## src/rtl/sfp_cage_manager.sv

```systemverilog
// Multi-cage SFP/SFP+ manager: per-cage input conditioning, TX_DISABLE power-up/fault
// sequencing with bounded retries and lockout, and PHY reset/ready indications.
module sfp_cage_manager #(
    parameter int p_CHANNELS    = 1,
    parameter int p_DEBOUNCE    = 1024,
    parameter int p_INSERT_WAIT = 300000,
    parameter int p_FAULT_INIT  = 100000,
    parameter int p_FAULT_HOLD  = 1000,
    parameter int p_MAX_RETRY   = 3
) (
    input  logic                    i_clock,
    input  logic                    i_reset,
    input  logic [p_CHANNELS-1:0]   i_sfp_los,
    input  logic [p_CHANNELS-1:0]   i_sfp_tx_fault,
    input  logic [p_CHANNELS-1:0]   i_sfp_mod0_prsnt_n,
    input  logic [2*p_CHANNELS-1:0] i_rate_sel,
    input  logic [p_CHANNELS-1:0]   i_retry_clear,
    output logic [p_CHANNELS-1:0]   o_sfp_tx_disable,
    output logic [2*p_CHANNELS-1:0] o_sfp_rate_sel,
    output logic [p_CHANNELS-1:0]   o_phy_reset,
    output logic [p_CHANNELS-1:0]   o_phy_ready,
    output logic [3*p_CHANNELS-1:0] o_state,
    output logic [8*p_CHANNELS-1:0] o_retry_count
);
    localparam int MAX_WAIT_A = (p_INSERT_WAIT > p_FAULT_INIT) ? p_INSERT_WAIT : p_FAULT_INIT;
    localparam int MAX_WAIT   = (MAX_WAIT_A > p_FAULT_HOLD) ? MAX_WAIT_A : p_FAULT_HOLD;
    localparam int TMR_W      = $clog2(MAX_WAIT + 1);
    localparam int DB_W       = $clog2(p_DEBOUNCE + 1);

    localparam logic [TMR_W-1:0] INSERT_LAST = TMR_W'(p_INSERT_WAIT - 1);
    localparam logic [TMR_W-1:0] INIT_LAST   = TMR_W'(p_FAULT_INIT - 1);
    localparam logic [TMR_W-1:0] HOLD_LAST   = TMR_W'(p_FAULT_HOLD - 1);
    localparam logic [DB_W-1:0]  DB_LAST     = DB_W'(p_DEBOUNCE - 1);
    localparam logic [7:0]       RETRY_LIMIT = 8'(p_MAX_RETRY);
    // Filter bit order is {mod_abs, tx_fault, los}; idle state is absent, no fault, no signal.
    localparam logic [2:0]       FILT_RST    = 3'b101;

    typedef enum logic [2:0] {
        ST_ABSENT      = 3'd0,
        ST_INSERT_WAIT = 3'd1,
        ST_TX_ON       = 3'd2,
        ST_LINK_WAIT   = 3'd3,
        ST_READY       = 3'd4,
        ST_FAULT_HOLD  = 3'd5,
        ST_LOCKOUT     = 3'd6
    } state_t;

    logic [2*p_CHANNELS-1:0] rate_sel_q, rate_sel_d;

    always_comb begin
        rate_sel_d = i_rate_sel;
    end

    always_ff @(posedge i_clock) begin
        if (i_reset) begin
            rate_sel_q <= '0;
        end else begin
            rate_sel_q <= rate_sel_d;
        end
    end

    assign o_sfp_rate_sel = rate_sel_q;

    for (genvar gi = 0; gi < p_CHANNELS; gi++) begin : g_chan
        logic [2:0] raw;
        logic [2:0] filt;
        logic       mod_abs, fault, los;

        assign raw     = {i_sfp_mod0_prsnt_n[gi], i_sfp_tx_fault[gi], i_sfp_los[gi]};
        assign mod_abs = filt[2];
        assign fault   = filt[1];
        assign los     = filt[0];

        for (genvar bi = 0; bi < 3; bi++) begin : g_filt
            logic            sync1_q, sync2_q;
            logic            filt_q, filt_d;
            logic [DB_W-1:0] cnt_q, cnt_d;

            // Counter runs only while the synchronised level disagrees with the filtered one.
            always_comb begin
                filt_d = filt_q;
                cnt_d  = '0;
                if (sync2_q != filt_q) begin
                    if (cnt_q == DB_LAST) begin
                        filt_d = sync2_q;
                    end else begin
                        cnt_d = cnt_q + DB_W'(1);
                    end
                end
            end

            always_ff @(posedge i_clock) begin
                if (i_reset) begin
                    sync1_q <= FILT_RST[bi];
                    sync2_q <= FILT_RST[bi];
                    filt_q  <= FILT_RST[bi];
                    cnt_q   <= '0;
                end else begin
                    sync1_q <= raw[bi];
                    sync2_q <= sync1_q;
                    filt_q  <= filt_d;
                    cnt_q   <= cnt_d;
                end
            end

            assign filt[bi] = filt_q;
        end

        state_t           state_q, state_d;
        logic [TMR_W-1:0] timer_q, timer_d;
        logic [7:0]       retry_q, retry_d;
        logic             tx_dis_q, tx_dis_d;
        logic             phy_reset_q, phy_reset_d;
        logic             phy_ready_q, phy_ready_d;

        always_comb begin
            state_d = state_q;
            retry_d = retry_q;
            timer_d = '0;
            case (state_q)
                ST_ABSENT: begin
                    if (!mod_abs) state_d = ST_INSERT_WAIT;
                end
                ST_INSERT_WAIT: begin
                    if (timer_q == INSERT_LAST) state_d = ST_TX_ON;
                end
                ST_TX_ON: begin
                    if (fault) begin
                        state_d = ST_FAULT_HOLD;
                    end else if (timer_q == INIT_LAST) begin
                        state_d = ST_LINK_WAIT;
                    end
                end
                ST_LINK_WAIT: begin
                    if (fault) begin
                        state_d = ST_FAULT_HOLD;
                    end else if (!los) begin
                        state_d = ST_READY;
                        retry_d = '0;
                    end
                end
                ST_READY: begin
                    if (fault) begin
                        state_d = ST_FAULT_HOLD;
                    end else if (los) begin
                        state_d = ST_LINK_WAIT;
                    end
                end
                ST_FAULT_HOLD: begin
                    if (timer_q == HOLD_LAST) begin
                        if (retry_q == RETRY_LIMIT) begin
                            state_d = ST_LOCKOUT;
                        end else begin
                            state_d = ST_TX_ON;
                            retry_d = retry_q + 8'd1;
                        end
                    end
                end
                ST_LOCKOUT: begin
                    if (i_retry_clear[gi]) begin
                        state_d = ST_INSERT_WAIT;
                        retry_d = '0;
                    end
                end
                default: state_d = ST_ABSENT;
            endcase

            // Module removal overrides every other transition.
            if (mod_abs) begin
                state_d = ST_ABSENT;
                retry_d = '0;
            end

            if (state_d != state_q) begin
                timer_d = '0;
            end else if (state_q == ST_INSERT_WAIT || state_q == ST_TX_ON ||
                         state_q == ST_FAULT_HOLD) begin
                timer_d = timer_q + TMR_W'(1);
            end
        end

        always_comb begin
            tx_dis_d    = (state_q == ST_ABSENT) || (state_q == ST_INSERT_WAIT) ||
                          (state_q == ST_FAULT_HOLD) || (state_q == ST_LOCKOUT);
            phy_reset_d = !((state_q == ST_LINK_WAIT) || (state_q == ST_READY));
            phy_ready_d = (state_q == ST_READY);
        end

        always_ff @(posedge i_clock) begin
            if (i_reset) begin
                state_q     <= ST_ABSENT;
                timer_q     <= '0;
                retry_q     <= '0;
                tx_dis_q    <= 1'b1;
                phy_reset_q <= 1'b1;
                phy_ready_q <= 1'b0;
            end else begin
                state_q     <= state_d;
                timer_q     <= timer_d;
                retry_q     <= retry_d;
                tx_dis_q    <= tx_dis_d;
                phy_reset_q <= phy_reset_d;
                phy_ready_q <= phy_ready_d;
            end
        end

        assign o_sfp_tx_disable[gi]  = tx_dis_q;
        assign o_phy_reset[gi]       = phy_reset_q;
        assign o_phy_ready[gi]       = phy_ready_q;
        assign o_state[3*gi +: 3]    = state_q;
        assign o_retry_count[8*gi +: 8] = retry_q;
    end

endmodule

```

## config.mk

```make
export PLATFORM = sky130hd
export DESIGN_NAME = sfp_cage_manager
export DESIGN_NICKNAME = d
export VERILOG_FILES = /design/src/rtl/sfp_cage_manager.sv
export SDC_FILE = /design/constraint.sdc
export NUM_CORES = 1
export LEC_CHECK = 0
export ABC_AREA = 1
export BUFFER_PORTS_ARGS = -buffer_cell sky130_fd_sc_hd__buf_2
export CAP_MARGIN = 20
export CORE_MARGIN = 2
export CORE_UTILIZATION = 54
export DETAILED_ROUTE_END_ITERATION = 16
export GPL_TIMING_DRIVEN = 0
export PLACE_DENSITY = 0.81
export SETUP_SLACK_MARGIN = 0.3
export SYNTH_ARGS = -nofsm -noshare
export SYNTH_HDL_FRONTEND = slang
export SYNTH_SLANG_ARGS = --single-unit
```

## constraint.sdc

```tcl
create_clock -name i_clock -period 1.9 [get_ports i_clock]
set_clock_uncertainty 0.05 [all_clocks]
set_input_delay 0.475 -clock i_clock [delete_from_list [all_inputs] [get_ports i_clock]]
set_output_delay 0.475 -clock i_clock [all_outputs]
set_load 0.02 [all_outputs]
```

# After elaboration in Yosys (flattened, before gate mapping)
# Index checks and enable logic that the tools add are counted.
[op_classes]
n_eq_ne = 22
n_mux = 18
bitwise_logic = 4
addsub = 5
n_reduce_logical = 18
[ops]
columns = ["op", "n"]
rows = [
  ["$mux 8", 5],
  ["$add 11x1->11 const B", 3],
  ["$eq 11x10->1 const B", 3],
  ["$mux 3", 11],
  ["$pmux 8 s3", 1],
  ["$pmux 3 s7", 1],
  ["$add 19x1->19 const B", 1],
  ["$eq 19x10->1 const B", 1],
  ["$eq 19x17->1 const B", 1],
  ["$eq 19x19->1 const B", 1],
  ["$reduce_or 3->1", 4],
  ["$ne 2x2->1 const B", 5],
  ["$eq 3x3->1 const B", 3],
  ["$add 8x1->8 const B", 1],
  ["$eq 8x2->1 const B", 1],
  ["$eq 3x2->1 const B", 2],
  ["$logic_or 1x1->1", 6],
  ["$reduce_and 2->1", 3],
  ["$reduce_and 6->1", 1],
  ["$not 1->1", 4],
  ["$eq 3x1->1 const B", 1],
  ["$logic_not 3->1", 1],
  ["$ne 1x1->1", 3],
  ["$ne 3x3->1", 1],
  ["other kinds (3)", 3],
]
[totals]
output_inout_bits = 16
in_bits = 8
ff_bits = 77

# Logic depth before layout (Yosys ltp)
[logic_depth]
word_depth = 7
depth_mapped = 15
depth_no_buf = 14

# Worst setup path after synthesis
# Ideal clock, no wire load.
[synth_path]
path_kind = "register to register"
start = "register g_chan[0].timer_q[0]"
end = "register g_chan[0].timer_q[18]"
n_path_buf = 0
setup_time_ns = 0.120
stages_incl_launch_ff = 11
arrival_time_ns = 1.671
required_ns = 1.730
setup_slack_ns = 0.059
period_less_slack_ns = 1.841
path_cell_list = "dfxtp_1 ha_1 nand2_1 nor2_4 nand3_1 nor2_2 nand3_1 nor2_1 nand2_1 xor2_1 nor2_4"
[synth_between]
elab_chain_len = 7
word_cells_on_any_way = 12
classes_between = "1 x add/sub; 4 x eq/ne; 6 x mux; 1 x reduce/logical"
[synth_lines]
columns = ["item", "line_no", "text"]
rows = [
  ["from (decl)", "110", "logic [TMR_W-1:0] timer_q, timer_d;"],
  ["from (signal assigned)", "199", "timer_q <= timer_d;"],
  ["$eq 19x17->1", "130", "end else if (timer_q == INIT_LAST) begin"],
  ["$mux 3", "130", ""],
  ["$mux 3", "128", "if (fault) begin"],
  ["$pmux 3 s7", "120", "case (state_q)"],
  ["$mux 3", "169", "if (mod_abs) begin"],
  ["$ne 3x3->1", "174", "if (state_d != state_q) begin"],
  ["$reduce_or 3->1 (no source line)", "--", ""],
]
# Several ways; a longest one is shown, not always the timed one.
# A chain may end at the register's enable or synchronous reset.

# Final worst setup path
[layout_path]
start = "register g_chan[0].timer_q[5]"
end = "register g_chan[0].timer_q[13]"
# Same word-level chain as after synthesis.

==> results.md <==
* Run status: finished with violations
* Failing checks: setup timing
* Clk pin slew, worst setup/hold paths at 0.08 ns
* First-pass GRT wire length at 14000 um
* Busiest grt layer: met2
* YS warnings at 0
* Cts bufs inserted at 9
* P_sw at 668 uW
* Remaining antenna violation count at 0
* Worst setup startpoint: g_chan[0].timer_q[5]
* Logic pwr share at 1.8%
* Total grt overflow at 0
* Final Critical Period at 2.03 ns
* Final hold viol count at 0
* Pleak at 1.93 nW
* Layout Nets at 573
* Slew HR at 60.0%
* DRC at 0
* Ratio of cells with drive above 1 in the final layout at 43.4%
* Final slew viol count at 0
* Worst Max-Slew Pin Slew at 0.600 ns
* Met1 Use GR at 27.1%
* CTS Sinks at 77
* Initial Util at 56.0%
* Post-synth EDFFs at 0
* Diode count at 0
* Yosys reg bits at 77
* Crit path to: g_chan[0].timer_q[13]
* Seq pwr share at 56.9%
* Hold Path Class: primary input to flop
* Final Cycle Share at 107%
* DRT iter0 DRCs at 202
* CP arrival at 2.29 ns
* Synth-to-layout area growth at 38.7%
* H-tree levels at 3
* Setup CP Type: flop to flop
* Reg2reg setup slack at -0.13 ns
* CP endpoint kind: flop
* Final setup viols at 22
* Root Driver: clkbuf_8
* Mapped Cells at 468
* Post-synthesis async set-or-reset flop share at 0%
* # rows at 29
* Core area at 0.00639 mm^2
* CP startpoint kind: flop
* CTS Hold Buffers Added at 0
* Vias in the first global route at 3205
* Fin util at 77.7%
* Post-Syn Nets at 481
* Largest net degree at the start of global routing at 14
* Met2 GRT Util at 42.6%
* Unique masters post-synth at 37
* Count of buffers from port buffering at 23
* Mean Syn Cell Area at 7.65 um^2
* Primary FF master, synth: dfxtp_1
* Unrepaired setup endpoints after global routing: true
* Hpwl dp at 4740 um
* Synth area leaders: dfxtp_1, nor2_1, nand2_1
* F_max at 0.492 GHz
* Setup TNS at -1.81 ns
* Die Ht at 85.4 um
* Die Wd at 85.4 um
* WP data required at 2.16 ns
* Clk buf depth at 2
* Crit-path leading delay family: simple AND/OR/NAND/NOR gates
* RePlAce Congestion at 0.886
* Clock Power Share at 41.3%
* Grt met3 use at 6.23%
* PwrDens at 574 mW/mm^2
* Reg2reg start: g_chan[0].timer_q[5]
* Switching Fraction at 23.4%
* Buf/Inv on CP at 3
* Cell taking the most area after synthesis: dfxtp_1
* Tot GR Track Use at 23.9%
* CTS tree: built
* Register area share after synthesis at 43.1%
* Vias per std cell at 5.40
* Worst r2r dst: g_chan[0].timer_q[13]
* Critical path cell sequence: inv_1 > nand2_1 > nor2_1 > nand3_2 > nor2_4 > nor2_2 > nor2_2 > nand2_2 > nand2_2 > nand2_2 > nand2_2 > nand3_4 > buf_12 > buf_16 > nor2_4
* Vias at 3464
* Worst vdd ir at 0.582 mV
* Area fraction of the dominant cell type after synthesis at 43.1%
* Most frequent CP cell: nand2_2
* Final worst slack at -0.131 ns
* Slowest CP cell: dfxtp_1
* Overall routed net length at 9590 um
* Crit path depth at 15
* First-pass detailed-route iteration total at 6
* Clock Latency Late Sink at 0.37 ns
* Int Pwr at 2.18 mW
* Fillers at 363
* Initial antenna violation count at 0
* Drt wl/cell at 15.0 um
* Post-Syn Area at 0.00358 mm^2
* Reg2reg path depth at 15
* Critical Path Max Stage Delay at 0.34 ns
* Boundary pin count at 24
* Max Cap Viol at 0
* Critical Path Fanout Max at 5
* Total die area at 0.00729 mm^2
[worst reg2reg max path, cell delays in order, from the launching register on]
cell and delay (ns):
dfxtp_1 0.34, inv_1 0.11, nand2_1 0.08, nor2_1 0.19, nand3_2 0.12, nor2_4 0.16
nor2_2 0.07, nor2_2 0.10, nand2_2 0.08, nand2_2 0.07, nand2_2 0.05, nand2_2 0.08
nand3_4 0.11, buf_12 0.15, buf_16 0.14, nor2_4 0.06
[registers in the layout (all words and copies together) (netlist names), 2 cells and up]
register	count
g_chan.g_filt.sync2_q	3
o_sfp_rate_sel	2
o_state	3
g_chan.g_filt.cnt_q	33
o_retry_count	8
g_chan.timer_q	19
g_chan.g_filt.filt_q	2
g_chan.g_filt.sync1_q	3
[power groups by stage]
stage               Clock, mW  Sequential (mW)  Combinational, mW
finish                   1.18             1.62             0.0513
global placement            0             1.66             0.0397
floorplan                   0             1.66             0.0210
detailed placement          0             1.66             0.0411
global route             1.24             1.62             0.0561
CTS                      1.18             1.62             0.0437
[how the worst min path moves through the flow]
stage | to | slack (ns) | from | cells after the start
floorplan | g_chan[0].g_filt[1].sync2_q | 0.34 | g_chan[0].g_filt[1].sync1_q | 2
global placement | g_chan[0].g_filt[2].sync2_q | 0.34 | g_chan[0].g_filt[2].sync1_q | 1
detailed placement | g_chan[0].g_filt[1].sync2_q | 0.34 | g_chan[0].g_filt[1].sync1_q | 2
CTS | g_chan[0].g_filt[2].sync1_q | 0.24 | i_sfp_mod0_prsnt_n | 2
global route | g_chan[0].g_filt[2].sync1_q | 0.23 | i_sfp_mod0_prsnt_n | 2
finish | g_chan[0].g_filt[2].sync1_q | 0.24 | i_sfp_mod0_prsnt_n | 2
[logic make-up after synthesis]
logic type | share of synthesized area, %
and+or+nand+nor | 34.8
buffers and inverters | 7.62
xor gates and xnor gates | 7.10
adders and majority gates | 1.75
AOI/OAI and AO/OA | 5.63
DFF | 43.1
[layer usage]
metal | up-vias | wire length (um) | share of wire, %
met5 | - | 0 | 0
met4 | 0 | 395 | 4.1
met3 | 47 | 437 | 4.6
met2 | 117 | 4980 | 52
met1 | 1646 | 3780 | 39
li1 | 1654 | - | -
[cell usage after synthesis, types with 3 or more instances]
cell type	number
o211ai_1	3
a21oi_1	11
nor3_1	12
nor2_4	13
inv_2	8
nand3_2	3
inv_1	54
nand2_1	83
nor2_1	84
a21oi_2	3
xor2_1	20
o21ai_1	3
nand2_2	7
dfxtp_1	77
or2_2	5
nand4_1	7
nor3b_1	4
ha_1	5
o21ai_0	5
nor2_2	7
nand3_1	28
xnor2_1	9
[through the flow]
step	hold slack, ns	cell area, um^2	power, mW	setup WS [ns]	std cells
after floorplan	0.338	3660	1.69	0.166	468
after global placement	0.342	3870	1.70	-0.00120	568
after detailed placement	0.344	3870	1.70	-0.0347	568
after CTS	0.241	4610	2.84	0.00140	626
after global routing	0.233	4960	2.92	-0.247	641
final	0.236	4960	2.85	-0.131	641
[placed cells by master, fill, tap and decap left out, types with 5 or more instances in the layout]
cell and instances:
dfxtp_2 20, xnor2_1 9, clkbuf_8 11, nand4_1 7
or2_2 5, nor2_2 18, nand2_4 9, inv_2 10
buf_4 44, buf_2 23, nand3_1 23, dfxtp_4 5
nor3_1 6, nor2_1 64, inv_1 49, buf_6 9
nand3_2 8, dfxtp_1 52, nand2_2 15, a21oi_2 7
nor2_4 22, nand2_1 66, a21oi_1 7, xor2_1 19
[timing repair]
item | CTS | global route
buffers inserted | 40 | 14
cloned | 3 | 1
setup endpoints to repair | 59 | 63
resized for setup | 51 | 72
pin swaps | 24 | 26
[area by class of cell]
| cell class | count | area [um^2] | area share, % |
|---|---|---|---|
| buffer | 4 | 50.0 | 1.01 |
| clock buffer | 11 | 151 | 3.05 |
| clock inverter | 4 | 31.3 | 0.630 |
| inverter | 62 | 240 | 4.84 |
| multi-input combinational | 327 | 2170 | 43.8 |
| sequential | 77 | 1590 | 31.9 |
| tap | 77 | 96.3 | 1.94 |
| timing repair buffer | 79 | 636 | 12.8 |
Note: power is estimated with default switching activity, not from simulation.
